--- src/rtl/nanorisc_mem_pkg.sv ---
// Shared constants and encodings for the data memory arbiter slice.
// Latency: n/a (types and constants only).
// Backpressure: n/a.
package nanorisc_mem_pkg;

    localparam int DATA_WIDTH = 8;
    localparam int ADDR_WIDTH = 4;

    typedef enum logic [1:0] {
        IDLE   = 2'd0,
        ACCESS = 2'd1,
        RESP   = 2'd2
    } state_t;

    // Port IDs double as bit positions in the req/grant vectors.
    localparam logic PORT_CORE = 1'b0;
    localparam logic PORT_DMA  = 1'b1;

endpackage

--- src/rtl/data_memory_arbiter_if.sv ---
// Bundle of the two requester ports and the DataMemory-facing bus.
// Latency: n/a (wires only).
// Backpressure: req held until ack; one completion pulse per request.
interface data_memory_arbiter_if #(
    parameter int DATA_WIDTH = 8,
    parameter int ADDR_WIDTH = 4
);
    // Core load/store port
    logic                  c_req;
    logic                  c_we;
    logic [ADDR_WIDTH-1:0] c_addr;
    logic [DATA_WIDTH-1:0] c_wdata;
    logic                  c_ack;
    logic [DATA_WIDTH-1:0] c_rdata;

    // Debug/DMA loader port
    logic                  d_req;
    logic                  d_we;
    logic [ADDR_WIDTH-1:0] d_addr;
    logic [DATA_WIDTH-1:0] d_wdata;
    logic                  d_ack;
    logic [DATA_WIDTH-1:0] d_rdata;

    // Single-port DataMemory
    logic [ADDR_WIDTH-1:0] mem_address;
    logic [DATA_WIDTH-1:0] mem_writeData;
    logic                  mem_MemRead;
    logic                  mem_MemWrite;
    logic [DATA_WIDTH-1:0] mem_dataOut;

    // Arbiter side
    modport slave (
        input  c_req, c_we, c_addr, c_wdata,
        output c_ack, c_rdata,
        input  d_req, d_we, d_addr, d_wdata,
        output d_ack, d_rdata,
        output mem_address, mem_writeData, mem_MemRead, mem_MemWrite,
        input  mem_dataOut
    );

    // Requester and memory side
    modport master (
        output c_req, c_we, c_addr, c_wdata,
        input  c_ack, c_rdata,
        output d_req, d_we, d_addr, d_wdata,
        input  d_ack, d_rdata,
        input  mem_address, mem_writeData, mem_MemRead, mem_MemWrite,
        output mem_dataOut
    );

endinterface

--- src/rtl/rr_arbiter2.sv ---
// Two-input round-robin grant: on a tie, the port that did not win last time wins.
// Latency: combinational.
// Backpressure: none; caller masks ineligible requests before they get here.
module rr_arbiter2
    import nanorisc_mem_pkg::*;
(
    input  logic [1:0] req,
    input  logic       owner,
    output logic [1:0] grant
);

    // Single requester passes straight through; a tie goes to the non-owner.
    always_comb begin
        grant = 2'b00;
        if (req[PORT_CORE] && req[PORT_DMA]) begin
            if (owner == PORT_DMA) begin
                grant[PORT_CORE] = 1'b1;
            end else begin
                grant[PORT_DMA] = 1'b1;
            end
        end else begin
            grant = req;
        end
    end

endmodule

--- src/rtl/data_memory_arbiter.sv ---
// Shares the single-port DataMemory between the core and DMA req/ack ports.
// Latency: req sampled at E0, memory op at E1, ack high in the cycle after E2.
// Backpressure: losing/late requester holds req; at most one access per 3 cycles.
module data_memory_arbiter #(
    parameter int DATA_WIDTH = nanorisc_mem_pkg::DATA_WIDTH,
    parameter int ADDR_WIDTH = nanorisc_mem_pkg::ADDR_WIDTH
) (
    input  logic                  clock,
    input  logic                  reset,
    data_memory_arbiter_if.slave  bus,
    output logic                  busy,
    output logic                  owner
);
    import nanorisc_mem_pkg::*;

    state_t                state_q, state_d;
    logic                  cmd_port_q, cmd_port_d;
    logic                  cmd_we_q, cmd_we_d;
    logic [ADDR_WIDTH-1:0] mem_address_q, mem_address_d;
    logic [DATA_WIDTH-1:0] mem_wdata_q, mem_wdata_d;
    logic                  mem_rd_q, mem_rd_d;
    logic                  mem_wr_q, mem_wr_d;
    logic                  c_ack_q, c_ack_d;
    logic                  d_ack_q, d_ack_d;
    logic [DATA_WIDTH-1:0] c_rdata_q, c_rdata_d;
    logic [DATA_WIDTH-1:0] d_rdata_q, d_rdata_d;
    logic                  busy_q, busy_d;
    logic                  owner_q, owner_d;

    logic [1:0]            req_elig;
    logic [1:0]            grant;
    logic                  sel_we;
    logic [ADDR_WIDTH-1:0] sel_addr;
    logic [DATA_WIDTH-1:0] sel_wdata;

    // A port still showing its ack has not had a chance to drop req yet,
    // so it must not be granted again in that cycle.
    assign req_elig[PORT_CORE] = bus.c_req & ~c_ack_q;
    assign req_elig[PORT_DMA]  = bus.d_req & ~d_ack_q;

    rr_arbiter2 u_rr (
        .req   (req_elig),
        .owner (owner_q),
        .grant (grant)
    );

    // Select the winning port's command fields for latching.
    always_comb begin
        sel_we    = bus.c_we;
        sel_addr  = bus.c_addr;
        sel_wdata = bus.c_wdata;
        if (grant[PORT_DMA]) begin
            sel_we    = bus.d_we;
            sel_addr  = bus.d_addr;
            sel_wdata = bus.d_wdata;
        end
    end

    // Next-state and registered-output logic for the IDLE/ACCESS/RESP sequence.
    always_comb begin
        state_d       = state_q;
        cmd_port_d    = cmd_port_q;
        cmd_we_d      = cmd_we_q;
        mem_address_d = mem_address_q;
        mem_wdata_d   = mem_wdata_q;
        mem_rd_d      = 1'b0;
        mem_wr_d      = 1'b0;
        c_ack_d       = 1'b0;
        d_ack_d       = 1'b0;
        c_rdata_d     = c_rdata_q;
        d_rdata_d     = d_rdata_q;
        busy_d        = busy_q;
        owner_d       = owner_q;

        case (state_q)
            IDLE: begin
                busy_d = 1'b0;
                if (|grant) begin
                    cmd_port_d    = grant[PORT_DMA] ? PORT_DMA : PORT_CORE;
                    cmd_we_d      = sel_we;
                    mem_address_d = sel_addr;
                    mem_wdata_d   = sel_wdata;
                    mem_wr_d      = sel_we;
                    mem_rd_d      = ~sel_we;
                    owner_d       = grant[PORT_DMA] ? PORT_DMA : PORT_CORE;
                    busy_d        = 1'b1;
                    state_d       = ACCESS;
                end
            end

            ACCESS: begin
                // Memory performs the op on the edge ending this cycle.
                busy_d  = 1'b1;
                state_d = RESP;
            end

            RESP: begin
                // Read data from the ACCESS edge is on mem_dataOut now.
                if (!cmd_we_q) begin
                    if (cmd_port_q == PORT_DMA) begin
                        d_rdata_d = bus.mem_dataOut;
                    end else begin
                        c_rdata_d = bus.mem_dataOut;
                    end
                end
                if (cmd_port_q == PORT_DMA) begin
                    d_ack_d = 1'b1;
                end else begin
                    c_ack_d = 1'b1;
                end
                busy_d  = 1'b0;
                state_d = IDLE;
            end

            default: begin
                busy_d  = 1'b0;
                state_d = IDLE;
            end
        endcase
    end

    // State and output registers; reset drops strobes and acks at once.
    always_ff @(posedge clock or posedge reset) begin
        if (reset) begin
            state_q       <= IDLE;
            cmd_port_q    <= PORT_CORE;
            cmd_we_q      <= 1'b0;
            mem_address_q <= '0;
            mem_wdata_q   <= '0;
            mem_rd_q      <= 1'b0;
            mem_wr_q      <= 1'b0;
            c_ack_q       <= 1'b0;
            d_ack_q       <= 1'b0;
            c_rdata_q     <= '0;
            d_rdata_q     <= '0;
            busy_q        <= 1'b0;
            owner_q       <= PORT_DMA;
        end else begin
            state_q       <= state_d;
            cmd_port_q    <= cmd_port_d;
            cmd_we_q      <= cmd_we_d;
            mem_address_q <= mem_address_d;
            mem_wdata_q   <= mem_wdata_d;
            mem_rd_q      <= mem_rd_d;
            mem_wr_q      <= mem_wr_d;
            c_ack_q       <= c_ack_d;
            d_ack_q       <= d_ack_d;
            c_rdata_q     <= c_rdata_d;
            d_rdata_q     <= d_rdata_d;
            busy_q        <= busy_d;
            owner_q       <= owner_d;
        end
    end

    assign bus.c_ack         = c_ack_q;
    assign bus.c_rdata       = c_rdata_q;
    assign bus.d_ack         = d_ack_q;
    assign bus.d_rdata       = d_rdata_q;
    assign bus.mem_address   = mem_address_q;
    assign bus.mem_writeData = mem_wdata_q;
    assign bus.mem_MemRead   = mem_rd_q;
    assign bus.mem_MemWrite  = mem_wr_q;
    assign busy              = busy_q;
    assign owner             = owner_q;

endmodule

--- src/flat_wrapper.sv ---
// flat-port wrapper written by rule: the top's interface ports become plain ports
module data_memory_arbiter_flat import nanorisc_mem_pkg::*;
#(
    parameter int DATA_WIDTH = nanorisc_mem_pkg::DATA_WIDTH,
    parameter int ADDR_WIDTH = nanorisc_mem_pkg::ADDR_WIDTH
)
  (clock, reset, busy, owner, bus_c_req, bus_c_we, bus_c_addr, bus_c_wdata, bus_c_ack, bus_c_rdata, bus_d_req, bus_d_we, bus_d_addr, bus_d_wdata, bus_d_ack, bus_d_rdata, bus_mem_address, bus_mem_writeData, bus_mem_MemRead, bus_mem_MemWrite, bus_mem_dataOut);
  data_memory_arbiter_if #(.DATA_WIDTH(DATA_WIDTH), .ADDR_WIDTH(ADDR_WIDTH)) bus_i ();
  input  logic clock;
  input  logic reset;
  output logic busy;
  output logic owner;
  input wire logic [$bits(bus_i.c_req)-1:0] bus_c_req;
  input wire logic [$bits(bus_i.c_we)-1:0] bus_c_we;
  input wire logic [$bits(bus_i.c_addr)-1:0] bus_c_addr;
  input wire logic [$bits(bus_i.c_wdata)-1:0] bus_c_wdata;
  output wire logic [$bits(bus_i.c_ack)-1:0] bus_c_ack;
  output wire logic [$bits(bus_i.c_rdata)-1:0] bus_c_rdata;
  input wire logic [$bits(bus_i.d_req)-1:0] bus_d_req;
  input wire logic [$bits(bus_i.d_we)-1:0] bus_d_we;
  input wire logic [$bits(bus_i.d_addr)-1:0] bus_d_addr;
  input wire logic [$bits(bus_i.d_wdata)-1:0] bus_d_wdata;
  output wire logic [$bits(bus_i.d_ack)-1:0] bus_d_ack;
  output wire logic [$bits(bus_i.d_rdata)-1:0] bus_d_rdata;
  output wire logic [$bits(bus_i.mem_address)-1:0] bus_mem_address;
  output wire logic [$bits(bus_i.mem_writeData)-1:0] bus_mem_writeData;
  output wire logic [$bits(bus_i.mem_MemRead)-1:0] bus_mem_MemRead;
  output wire logic [$bits(bus_i.mem_MemWrite)-1:0] bus_mem_MemWrite;
  input wire logic [$bits(bus_i.mem_dataOut)-1:0] bus_mem_dataOut;
  assign bus_i.c_req = bus_c_req;
  assign bus_i.c_we = bus_c_we;
  assign bus_i.c_addr = bus_c_addr;
  assign bus_i.c_wdata = bus_c_wdata;
  assign bus_c_ack = bus_i.c_ack;
  assign bus_c_rdata = bus_i.c_rdata;
  assign bus_i.d_req = bus_d_req;
  assign bus_i.d_we = bus_d_we;
  assign bus_i.d_addr = bus_d_addr;
  assign bus_i.d_wdata = bus_d_wdata;
  assign bus_d_ack = bus_i.d_ack;
  assign bus_d_rdata = bus_i.d_rdata;
  assign bus_mem_address = bus_i.mem_address;
  assign bus_mem_writeData = bus_i.mem_writeData;
  assign bus_mem_MemRead = bus_i.mem_MemRead;
  assign bus_mem_MemWrite = bus_i.mem_MemWrite;
  assign bus_i.mem_dataOut = bus_mem_dataOut;
  data_memory_arbiter #(.DATA_WIDTH(DATA_WIDTH), .ADDR_WIDTH(ADDR_WIDTH)) u_core (.clock(clock), .reset(reset), .bus(bus_i), .busy(busy), .owner(owner));
endmodule
--- config.mk ---
export PLATFORM = sky130hd
export DESIGN_NAME = data_memory_arbiter_flat
export DESIGN_NICKNAME = d
export VERILOG_FILES = /design/src/rtl/nanorisc_mem_pkg.sv /design/src/rtl/data_memory_arbiter_if.sv /design/src/rtl/rr_arbiter2.sv /design/src/rtl/data_memory_arbiter.sv /design/src/flat_wrapper.sv
export SDC_FILE = /design/constraint.sdc
export NUM_CORES = 1
export LEC_CHECK = 0
export CAP_MARGIN = 20
export CORE_MARGIN = 3
export CORE_UTILIZATION = 38
export CTS_BUF_LIST = sky130_fd_sc_hd__clkbuf_8
export DETAILED_ROUTE_END_ITERATION = 12
export PLACE_DENSITY = 0.83
export SYNTH_ARGS = -nofsm -noshare
export SYNTH_HDL_FRONTEND = slang
export SYNTH_SLANG_ARGS = --single-unit
--- constraint.sdc ---
create_clock -name clock -period 1.36 [get_ports clock]
set_input_delay 0.408 -clock clock [delete_from_list [all_inputs] [get_ports clock]]
set_output_delay 0.408 -clock clock [all_outputs]
set_load 0.01 [all_outputs]
# ---- Yosys cells after proc, flatten, opt, wreduce, memory -nomap -nowiden
# Cells that the tools add are included.
dict set report word_totals {
  register_bits 38
  input_bits 38
  out_inout_bits 34
  word_cells 48
}
dict set report classes {
  eq_ne 3
  mux 19
  bitwise_logic 7
  reduce_logical 6
}
# op count
set ops {}
lappend ops {{$mux W1} 13}
lappend ops {{$mux W8} 1}
lappend ops {{$reduce_and A3 Y1} 2}
lappend ops {{$not A1 Y1} 5}
lappend ops {{$mux W2} 2}
lappend ops {{$mux W4} 1}
lappend ops {{$pmux W2 S2} 1}
lappend ops {{$and A1 B1 Y1} 2}
lappend ops {{$eq A2 B1 Y1 const B} 1}
lappend ops {{$eq A2 B2 Y1 const B} 1}
lappend ops {{$logic_not A2 Y1} 1}
lappend ops {{$ne A2 B1 Y1 const B} 1}
lappend ops {{$pmux W1 S2} 1}
lappend ops {{$reduce_and A2 Y1} 1}
lappend ops {{$reduce_or A2 Y1} 1}
lappend ops {{$logic_and A1 B1 Y1} 1}

# ---- Longest topological paths before layout
dict set report depth {
  ltp_word 8
  mapped_depth 7
  ltp_nobuf 6
}

# ---- Hierarchy
# From an unflattened synthesis, not the netlist that was laid out.
dict set report unflattened {
  cells_unflattened 107
  area_unflattened_um2 1664.1
}
# module n_inst cells_per_inst area_each_um2 seq_area_each_um2
set modules_own_cells {}
lappend modules_own_cells {data_memory_arbiter 1 104 1645.3 952.2}
lappend modules_own_cells {rr_arbiter2 1 3 18.8 0.0}

# ---- Least setup slack after synthesis
# Ideal clock, no wire load.
dict set report synth_path {
  path_type {register to register}
  from {register u_core.owner_q (netlist: u_core.owner)}
  to {register u_core.cmd_port_q}
  setup_time_ns 0.121
  t_arrival_ns 1.199
  required_ns 1.239
  path_slack_ns 0.040
  path_stages_with_launch 5
  path_buffers 1
  period_less_slack_ns 1.320
  cell_sequence {dfstp_2 > nand3b_1 > and2b_1 > buf_4 > a22o_1}
}
dict set report synth_between {
  elab_chain_len 4
  elab_cells_between_ends 6
  cone_classes {mux (4); reduce/logical (2)}
}
# item line_no
set synth_lines {}
lappend synth_lines {{from (decl)} data_memory_arbiter.sv:28} ;# logic owner_q, owner_d;
lappend synth_lines {{from (signal assigned)} data_memory_arbiter.sv:151} ;# owner_q <= owner_d;
lappend synth_lines {{$mux W1} rr_arbiter2.sv:16} ;# if (owner == PORT_DMA) begin
lappend synth_lines {{$mux W2 *} rr_arbiter2.sv:15} ;# if (req[PORT_CORE] && req[PORT_DMA]) begin
lappend synth_lines {{$reduce_or A2 Y1} data_memory_arbiter.sv:78} ;# if (|grant) begin
lappend synth_lines {{$reduce_and A2 Y1 (no source line)} --}
lappend synth_lines {{to (signal assigned)} data_memory_arbiter.sv:140} ;# cmd_port_q <= cmd_port_d;
lappend synth_lines {{to (decl)} data_memory_arbiter.sv:17} ;# logic cmd_port_q, cmd_port_d;
# Every way passes the cells marked *; elsewhere a longest branch is shown, timed or not.
# A chain may end at the register's enable or synchronous reset.

# ---- Worst setup path in the final report
dict set report layout_path {
  from {register u_core.state_q[0]}
  to {register u_core.d_rdata_q[6] (netlist: u_core.bus.d_rdata[6])}
}
dict set report layout_between {
  elab_chain_len 2
}
# item line_no
set layout_lines {}
lappend layout_lines {{from (decl)} data_memory_arbiter.sv:16} ;# state_t state_q, state_d;
lappend layout_lines {{from (signal assigned)} data_memory_arbiter.sv:139} ;# state_q <= state_d;
lappend layout_lines {{$eq A2 B2 Y1} data_memory_arbiter.sv:75} ;# case (state_q)
lappend layout_lines {{$reduce_and A3 Y1 (no source line)} --}
lappend layout_lines {{to (signal assigned)} data_memory_arbiter.sv:149} ;# d_rdata_q <= d_rdata_d;
lappend layout_lines {{to (decl)} data_memory_arbiter.sv:26} ;# logic [DATA_WIDTH-1:0] d_rdata_q, d_rdata_d;
# No other way between the ends.

==> results.ini <==
[outcome]
status = complete, but fails checks
violations = setup timing

[route]
drtIter0Drc = 51
drt_drc_violations_left = 0
vias = 1316
wl_met2_um = 2040
ant_nets = 0
firstDrtPassIters = 4
met1_length_um = 1740
drt-total-wl_um = 4010
post_drt_wl_per_cell_um = 14.4
wl_met3_um = 199
highest_layer = met4
vias_per_cell = 4.72

[job]
drv_cap = 0

[sta]
worst_pin_slew_ns = 0.260
fmax_mhz = 698
relSlewSlack = 0.826
timing.final.crit_share = 1.05
slew_viol_final = 0
grt_setup_unrepaired = true
min_period_ns = 1.43
setup_viol = 28
layout_setup_ws_ns = -0.0736
finalSetupTns_ns = -1.07
fin_worst_skew_ns = 0.00920
hold_violations = 0

[pwr]
p_leak_nw = 1.28
vdd_drop_max_v = 0.00130
power_density_mw_per_mm2 = 2320
power_w = 0.00650

[cells_and_area]
multiInputGateArea_um2 = 646
drive_gt1_frac = 0.325
fillers = 272
n_antenna_cell = 0
seq_area_um2 = 953
nets = 268
area_growth_pct = 78.6

[grt]
grt_pass1_wl_um = 6380
grt.total_usage = 0.163
antenna_found_initial = 0
first_global_vias = 1334
grt_max_degree = 39
grt-ovfl-total = 0

[place]
gp_congestion = 0.663
hpwl_um = 2680
port_buffers = 71

[clock_network]
clock_latency_ns = 0.29
clock_path_buffers = 2
root_buffer = clkbuf_8
clock_sink_count = 38
cts_buffers = 5
cts_tree = built
h-tree-depth = 2
cts-hold-fix-buffers = 0
clk_pin_slew_worst_paths_ns = 0.08

[synthesis]
ys_async_sr_fraction = 1.00
synth_edf_count = 0
synth_ff_type = dfrtp_1
synth_largest_area_cell = dfrtp_1
yosysUniqueCellTypes = 22
synthTopCellsByArea = dfrtp_1, mux2_4, nand2_1
syn-num-nets = 171
yosysMostFrequentCell = dfrtp_1
synth_top_cell_area_share = 0.590
yosysSeqAreaShare = 0.606
yosysWarnings = 0
synth-seq-cells = 38
synthesis.area_mm2 = 0.00157
synth_common_cells = dfrtp_1, nand2_1, nor2_1
synth.avg_cell_area_um2 = 11.8
netlist_instances = 133

[worst_setup_path]
critPathRequiredTime_ns = 1.53
crit_path_end_kind = flop
critPathLaunch = u_core.state_q[0]
reg2reg_from = u_core.state_q[0]
path_max_fanout = 8
worst-setup-path-type = reg -> reg
cp.arrival_ns = 1.60
startpoint_type = flop

[floorplanning]
fp.dieH_um = 70.3
die_area_mm2 = 0.00494
die_x_um = 70.3
num_io_pins = 72
rows = 22
fp.coreArea_mm2 = 0.00383
start_util = 0.410

[min_path]
min-delay-path-class = in -> async

-- final timing paths --
check,endpoint,slack (ns),cells after the start
min in group clock,u_core.bus.d_rdata[7],0.51,1
min reg2reg,u_core.bus.d_rdata[7],0.51,1
max in group asynchronous,u_core.owner,0.64,3
max,u_core.bus.d_rdata[6],-0.07,4
max reg2reg,u_core.bus.d_rdata[6],-0.07,4
min,u_core.bus.mem_address[3],0.46,3
-- kinds of logic after synthesis --
logic type             Yosys count  synth area share
and+or+nand+nor                 55             0.161
DFF                             38             0.606
AOI/OAI and AO/OA               16            0.0661
muxes                           16             0.134
buffers and inverters            8            0.0327
-- registers in the layout, summed over array words and instances (netlist names), 2 cells and up --
register,flops
u_core.bus.c_rdata,8
u_core.bus.mem_address,4
u_core.bus.mem_writeData,8
u_core.state_q,2
u_core.bus.d_rdata,8
-- per-stage QoR --
step                cell area (um^2)   util  setup slack [ns]  instances  hold slack [ns]
floorplan                       1570      -            0.0402        133            0.443
global placement                2470  0.646            -0.308        259            0.463
detailed placement              2470  0.646            -0.353        259            0.453
CTS                             2740  0.716           -0.0496        273            0.468
global route                    2800  0.733            -0.109        279            0.483
finish                          2800  0.733           -0.0736        279            0.461
-- power breakdown --
| group | internal (W) | switching (W) | leakage (nW) |
|---|---|---|---|
| Combinational | 0.00200 | 0.00129 | 0.760 |
| Clock | 0.000782 | 0.000384 | 0.0714 |
| Sequential | 0.00170 | 0.000343 | 0.452 |
-- layout make-up --
type / count / share of cell area
clock inverters: 2 / 0.0214
inverters: 2 / 0.00446
repair buffers: 96 / 0.353
clock buffers: 6 / 0.0295
multi-input cells: 87 / 0.230
flip-flops and latches: 38 / 0.340
well taps: 48 / 0.0214
-- worst max-delay path: stages (launching register included) --
cell     delay [ns]
dfrtp_2        0.44
and3b_2        0.26
nor2b_4        0.16
buf_12         0.15
mux2_4         0.30
-- what timing repair did --
item / in CTS / in global routing
setup endpoints to repair: 65 / 50
pin swaps: 3 / 1
resized for setup: 79 / 31
setup buffers: 4 / 6
cloned: 2 / 0
-- cell usage in the layout, fill, tap and decap left out, drive strengths merged --
cell type,instances
nand3b,1
dfstp,1
a21oi,1
nand2b,3
nor2b,3
a31oi,13
buf,26
nor2,16
a22o,2
nand2,28
nor3b,1
and3b,1
mux2,16
dlygate4sd2,5
clkbuf,14
inv,1
clkdlybuf4s50,35
clkdlybuf4s15,22
clkinv,1
and2b,1
and3,1
bufinv,2
dfrtp,37
-- layer usage --
layer / global-route usage / up-vias
li1: - / 645
met5: 0 / -
met3: 0.0388 / 4
met2: 0.284 / 43
met1: 0.201 / 624
met4: 0.0383 / 0
(Power assumes the default switching activity.)
